### src/rtl/pipeline_sequencer.sv
// Steps one instruction IF->ID->EX->MM->WB with one-hot stage enables; traps to FAULT on memory ack timeout.
// Latency: 5 cycles per zero-wait instruction, +1 per ack wait cycle; all outputs Moore from registered state.
// Backpressure: IF/MM hold their request until ack; SEQ_RETIRE_CNT_EN enables the retired-instruction counter.
module pipeline_sequencer #(
    parameter int TIMEOUT = 16,
    parameter int CNT_W   = 32
) (
    input  logic             clk,
    input  logic             reset,
    input  logic             run,
    output logic             imem_req,
    input  logic             imem_ack,
    input  logic             mem_op,
    output logic             dmem_req,
    input  logic             dmem_ack,
    output logic [4:0]       stage_en,
    output logic [2:0]       state,
    output logic             fault,
    input  logic             fault_clr,
    output logic [CNT_W-1:0] retired
);
    localparam int WAIT_W = $clog2(TIMEOUT + 1);
    localparam logic [WAIT_W-1:0] WAIT_LIM = WAIT_W'(TIMEOUT - 1);

    typedef enum logic [2:0] {
        S_IF    = 3'b000,
        S_ID    = 3'b001,
        S_EX    = 3'b010,
        S_MM    = 3'b011,
        S_WB    = 3'b100,
        S_IDLE  = 3'b101,
        S_FAULT = 3'b110,
        S_ILL   = 3'b111
    } state_t;

    state_t            r_state;
    state_t            w_next;
    logic [WAIT_W-1:0] r_wait;
    logic              w_wait_inc;
    logic              r_mem_op_q;

    always_ff @(posedge clk or posedge reset) begin
        if (reset) begin
            r_state    <= S_IDLE;
            r_wait     <= '0;
            r_mem_op_q <= 1'b0;
        end else begin
            r_state <= w_next;
            if (w_next != r_state)
                r_wait <= '0;
            else if (w_wait_inc)
                r_wait <= r_wait + WAIT_W'(1);
            if (r_state == S_EX)
                r_mem_op_q <= mem_op;
        end
    end

    // An ack arriving on the limit cycle takes priority over the timeout trap.
    always_comb begin
        w_next     = r_state;
        w_wait_inc = 1'b0;
        case (r_state)
            S_IDLE:  if (run) w_next = S_IF;
            S_IF: begin
                if (imem_ack)               w_next = S_ID;
                else if (r_wait == WAIT_LIM) w_next = S_FAULT;
                else                        w_wait_inc = 1'b1;
            end
            S_ID:    w_next = S_EX;
            S_EX:    w_next = S_MM;
            S_MM: begin
                if (!r_mem_op_q || dmem_ack) w_next = S_WB;
                else if (r_wait == WAIT_LIM) w_next = S_FAULT;
                else                         w_wait_inc = 1'b1;
            end
            S_WB:    w_next = run ? S_IF : S_IDLE;
            S_FAULT: if (fault_clr) w_next = S_IDLE;
            default: w_next = S_IDLE;
        endcase
    end

    always_comb begin
        stage_en = 5'b00000;
        case (r_state)
            S_IF:    stage_en = 5'b00001;
            S_ID:    stage_en = 5'b00010;
            S_EX:    stage_en = 5'b00100;
            S_MM:    stage_en = 5'b01000;
            S_WB:    stage_en = 5'b10000;
            default: stage_en = 5'b00000;
        endcase
    end

    assign state    = r_state;
    assign imem_req = (r_state == S_IF);
    assign dmem_req = (r_state == S_MM) && r_mem_op_q;
    assign fault    = (r_state == S_FAULT);

`ifdef SEQ_RETIRE_CNT_EN
    logic [CNT_W-1:0] r_retired;

    always_ff @(posedge clk or posedge reset) begin
        if (reset)
            r_retired <= '0;
        else if (r_state == S_WB)
            r_retired <= r_retired + CNT_W'(1);
    end

    assign retired = r_retired;
`else
    assign retired = '0;
`endif
endmodule
### config.mk
export PLATFORM = sky130hd
export DESIGN_NAME = pipeline_sequencer
export DESIGN_NICKNAME = d
export VERILOG_FILES = /design/src/rtl/pipeline_sequencer.sv
export SDC_FILE = /design/constraint.sdc
export NUM_CORES = 1
export LEC_CHECK = 0
export CORE_UTILIZATION = 25
export CTS_BUF_LIST = sky130_fd_sc_hd__clkbuf_8 sky130_fd_sc_hd__clkbuf_16
export CTS_CLUSTER_SIZE = 16
export DETAILED_ROUTE_END_ITERATION = 6
export GPL_ROUTABILITY_DRIVEN = 0
export GPL_TIMING_DRIVEN = 1
export PLACE_DENSITY = 0.51
export SYNTH_ARGS = -nofsm -noshare
export SYNTH_HDL_FRONTEND = slang
export SYNTH_SLANG_ARGS = --single-unit
### constraint.sdc
create_clock -name clk -period 2.3 [get_ports clk]
set_input_delay 0.345 -clock clk [delete_from_list [all_inputs] [get_ports clk]]
set_output_delay 0.345 -clock clk [all_outputs]
set_load 0.01 [all_outputs]
Word-level counts from Yosys, hierarchy flattened. Index checks and enable logic that the tools add are counted.

Word-level logic and storage cells: 31. Register bits: 9. Output and inout bits: 43.

Add/sub/neg operators: 1. Multiplexer cells: 14. Reduce and logical (&&, ||, !) cells: 5. Equality and inequality tests: 8.

Operators by type and width (number): $pmux W5 S5 (1); $pmux W3 S7 (1); $mux W3 (6); $mux W5 (2); $eq A3 B3 Y1 const B (3); $eq A3 B2 Y1 const B (2); $add A5 B1 Y5 const B (1); $eq A5 B4 Y1 const B (1); $eq A3 B1 Y1 const B (1); $logic_not A3 Y1 (1); $mux W1 (3); $ne A3 B3 Y1 (1); $pmux W1 S2 (1); $reduce_bool A2 Y1 (1); $logic_and A1 B1 Y1 (1); $logic_not A1 Y1 (1); $logic_or A1 B1 Y1 (1).

Logic depth before layout (Yosys ltp).
Word-level depth: 6. Depth in mapped cells: 7. Mapped depth without buffers: 7.

Worst setup path after synthesis. No wires, ideal clock.

Kind: register to register. Start: register r_wait[0]. End: register r_wait[4]. Path slack: 268 ps. Stages on the path, launching flop included: 8. Data arrival time: 1937 ps. Required time: 2205 ps. Path buffers: 0. Path through: dfrtp_1 > ha_1 > and3_1 > ha_1 > nor3b_1 > o311ai_1 > o2111ai_1 > a211oi_1.

Longest elaborated chain between the ends: 6.

Ends and longest elaborated chain: start, declared (RTL line 38) `logic [WAIT_W-1:0] r_wait;`; start signal, assigned (RTL line 52) `r_wait <= r_wait + WAIT_W'(1);`; $eq A5 B4 Y1 (RTL line 66, 73); $mux W3 (RTL line 66, 73); $mux W3, on equally long branches (RTL line 72, 65); $pmux W3 S7 (RTL line 62) `case (r_state)`; $ne A3 B3 Y1 (RTL line 49) `if (w_next != r_state)`; $mux W5 / $reduce_bool A2 Y1 (equally long branches).

Parallel ways exist; a longest one is shown, timed or not. The select of a mux whose other input is x is not followed. A chain may end at the register's enable or synchronous reset.

Final worst setup path.
Start: register r_state[0], in the netlist state[0]. End: output dmem_req.

Longest elaborated chain between the ends: 2.

Ends and longest elaborated chain: start, declared (RTL line 36) `state_t r_state;`; start signal, assigned (RTL line 48) `r_state <= w_next;`; $eq A3 B2 Y1 (RTL line 96) `assign dmem_req = (r_state == S_MM) && r_mem_op_q;`; $logic_and A1 B1 Y1 (RTL line 96); end, declared (RTL line 14) `output logic dmem_req,`.

Every way passes these cells.

==> metrics.md <==
| Metric | Value |
|---|---|
| Share of cells above drive strength 1 | `12.0%` |
| Upper clock frequency limit | `0.460 GHz` |
| Run status | `finished clean` |
| Clock group share of total power | `15.1%` |
| Wire length of the first global-routing pass | `around 2500 µm` |
| Library cell with the highest instance count after synthesis | `buf_4` |
| Startpoint of the worst-slack reg-to-reg timing path | `r_wait[0]` |
| Actual slew at the worst max-slew pin | `500 ps` |
| Post-synth design cell area | `937 µm²` |
| Met2 wire length | `742 µm` |
| Number of maximum-capacitance violations | `0` |
| Residual DRC count | `0` |
| Setup total negative slack | `0 ps` |
| Count of mapped cells out of synthesis | `106` |
| Input/output buffers | `17` |
| Via count of the first global-routing pass | `566` |
| Router iterations before antenna repair | `4` |
| Routed length on met3 | `94 µm` |
| Via count of the routed design | `687` |
| Cell-internal power | `667 µW` |
| Number of nets in the layout | `135` |
| Uppermost layer routed | `met4` |
| Power dissipated by switching net loads | `roughly 460 µW` |
| Crit path from | `state[0]` |
| Number of antenna violations at the first check in global routing | `0` |
| Clk sinks | `9` |
| Largest net degree at the start of global routing | `15` |
| Clock period minus worst slack | `2170 ps` |
| Leakage power figure | `0.474 nW` |
| Grt ovf | `0` |
| Antenna cell count | `0` |
| GRT Total Usage | `8.08%` |
| CTS max path bufs | `2` |
| Worst slew margin | `66.4%` |
| TritonCTS clock tree | `built` |
| Post-DR vias/cell | `4.02` |
| Root buffer selected by CTS | `clkbuf_8` |
| Initial DRC count | `10` |
| Tightest Hold Check Type | `in2async` |
| Total power density per cell area | `1030 nW/µm²` |
| Fin crit share | `94.5%` |
| CP required | `1960 ps` |
| X dimension of the die | `63.2 µm` |
| Top-Level Pins | `50` |
| Yosys reg bits | `9` |
| Fraction of registers with async set or reset after synthesis | `100%` |
| Total length of routed wires | `1590 µm` |
| Clock transition at the register clock pins on the worst setup and hold paths after CTS | `40 ps` |
| Count of pins over their slew limit | `0` |
| Setup repair after global routing missed its margin | `false` |
| Type of element capturing the critical path | `output port` |
| Remaining number of nets flagged by the antenna check after routing | `0` |
| Detail-routed net length per standard cell | `9.31 µm` |
| Number of rows in the core area | `21` |
| Cells taking the most area after synthesis | `buf_4 (26%), dfrtp_1 (19%), a2111oi_4 (5.9%)` |
| Max VDD drop | `0.259 mV` |
| Clk_lat worst skew | `230 ps` |
| Total clock buffers created by CTS | `3` |
| Met1 Routed Length | `728 µm` |
| Final number of setup-violating endpoints | `0` |
| Most instantiated flip-flop cell in the synthesis netlist | `dfrtp_1` |
| Avg Cell Area, Syn | `8.84 µm²` |
| Number of failing hold endpoints at the final stage | `0` |
| Synth area leader | `buf_4` |
| Number of distinct standard cells referenced by the synthesized netlist | `37` |
| Number of synthesis warnings | `0` |
| Startpoint type of the worst setup path | `register` |
| Area added between synthesis and finish | `16.4%` |
| Number of flops mapped to enable cells by yosys | `0` |
| Core region area | `3470 µm²` |
| Initial standard-cell utilization of the core | `a little over a quarter` |
| Switching power share of the total | `40.8%` |
| WP data arrival | `roughly 1800 ps` |
| Area of placed instances | `1040 µm²` |
| Fraction of power consumed by combinational cells | `57.0%` |
| Vertical die dimension | `roughly 63 µm` |
| HPWL after detailed placement | `about 1300 µm` |
| Critical-path maximum fanout | `14` |
| Register share of total power | `27.9%` |
| Portion of the post-synthesis area used by sequential elements | `24.3%` |
| Max H-tree Level | `1` |
| Yosys top cell area share | `26.4%` |
| Final non-filler cell area | `1090 µm²` |
| Path type of the worst setup path | `reg2out` |
| Worst Clk Skew | `4.88 ps` |
| Top cells by instance count after synthesis | `buf_4 (33), nor2_1 (8), dfrtp_1 (7), inv_1 (6), nor2b_1 (4)` |
| Full die area | `4000 µm²` |
[placed cells by master (no fill, tap or decap), drive strengths merged, types with 2 or more instances in the layout]
master,synthesis,final
and3,3,3
nor3,2,2
o21a,2,2
nor2,9,9
ha,2,2
dfrtp,7,7
buf,34,3
a2111oi,2,2
nand3,2,2
a211oi,2,2
nor2b,4,4
xnor2,3,3
conb,1,32
clkdlybuf4s50,0,17
nand2b,2,2
o22ai,3,3
clkbuf,2,3
o21ai,2,2
a21o,2,2
inv,6,7
dfstp,2,2
[logic make-up (layout without fill, tap and decap cells)]
| family | after synthesis | in the layout | synth area share (%) |
|---|---|---|---|
| buffers and inverters | 42 | 30 | 30.2 |
| AND/OR/NAND/NOR | 29 | 29 | 18.0 |
| AO/OA/AOI/OAI | 18 | 18 | 19.4 |
| flip-flops | 9 | 9 | 24.3 |
| XOR/XNOR | 3 | 3 | 2.80 |
| adder cells (fa/ha/maj) | 2 | 2 | 2.67 |
| multiplexers | 2 | 2 | 2.27 |
| other | 1 | 32 | 0.400 |
[per-stage QoR]
| stage | instances | worst slack (ps) | hold WS (ps) | utilization, % | power (mW) |
|---|---|---|---|---|---|
| floorplan | 137 | 268 | 171 | - | 0.747 |
| global placement | 167 | 253 | 557 | 30.1 | 0.960 |
| detailed placement | 167 | 252 | 552 | 30.1 | 0.960 |
| CTS | 171 | 72.8 | 387 | 31.4 | 1.14 |
| global route | 171 | 39.7 | 409 | 31.5 | 1.22 |
| finish | 171 | 125 | 371 | 31.5 | 1.13 |
[worst max-delay path, cell delays in order, from the launching register on]
cell and delay [ps]:
dfstp_2 660, nor2b_2 240, and3_1 170, clkdlybuf4s50_1 530
[cell type report]
cell class | count | area [µm²]
Inverter | 6 | 22.5
Tap cell | 46 | 57.6
Fill cell | 388 | 2380
Timing Repair Buffer | 20 | 193
Multi-Input combinational cell | 86 | 546
Clock buffer | 3 | 41.3
Sequential cell | 9 | 228
Clock inverter | 1 | 3.75
[repair_timing]
item	in CTS	in global routing
hold buffers	0	0
setup buffers	0	0
hold endpoints to repair	0	0
resized for setup	0	1
setup endpoints to repair	0	2
[power by group through the flow]
stage,sequential [mW],combinational [mW],clock (mW)
floorplan,0.276,0.471,0
global placement,0.319,0.641,0
detailed placement,0.316,0.644,0
CTS,0.313,0.646,0.177
global route,0.328,0.698,0.189
finish,0.315,0.643,0.170
[state kept, by name, summed over array words and instances, names as in the netlist]
name / cells
r_wait: 5
state: 3
r_mem_op_q: 1
[metal layers]
metal | vias up | global-route usage (%)
met5 | - | 0
met4 | 0 | 4.26
met3 | 4 | 1.99
met2 | 30 | 13.4
met1 | 318 | 9.51
li1 | 335 | -
[worst paths after layout]
kind / endpoint / slack, ps / cells past startpoint
max: dmem_req / 130 / 3
min reg2reg: r_wait[3] / 550 / 2
min in group clk: r_wait[3] / 550 / 2
min: r_wait[3] / 370 / 2
max in group asynchronous: state[2] / 1630 / 2
max reg2reg: r_wait[4] / 290 / 7
No activity file was read; power rests on OpenSTA's default activity.
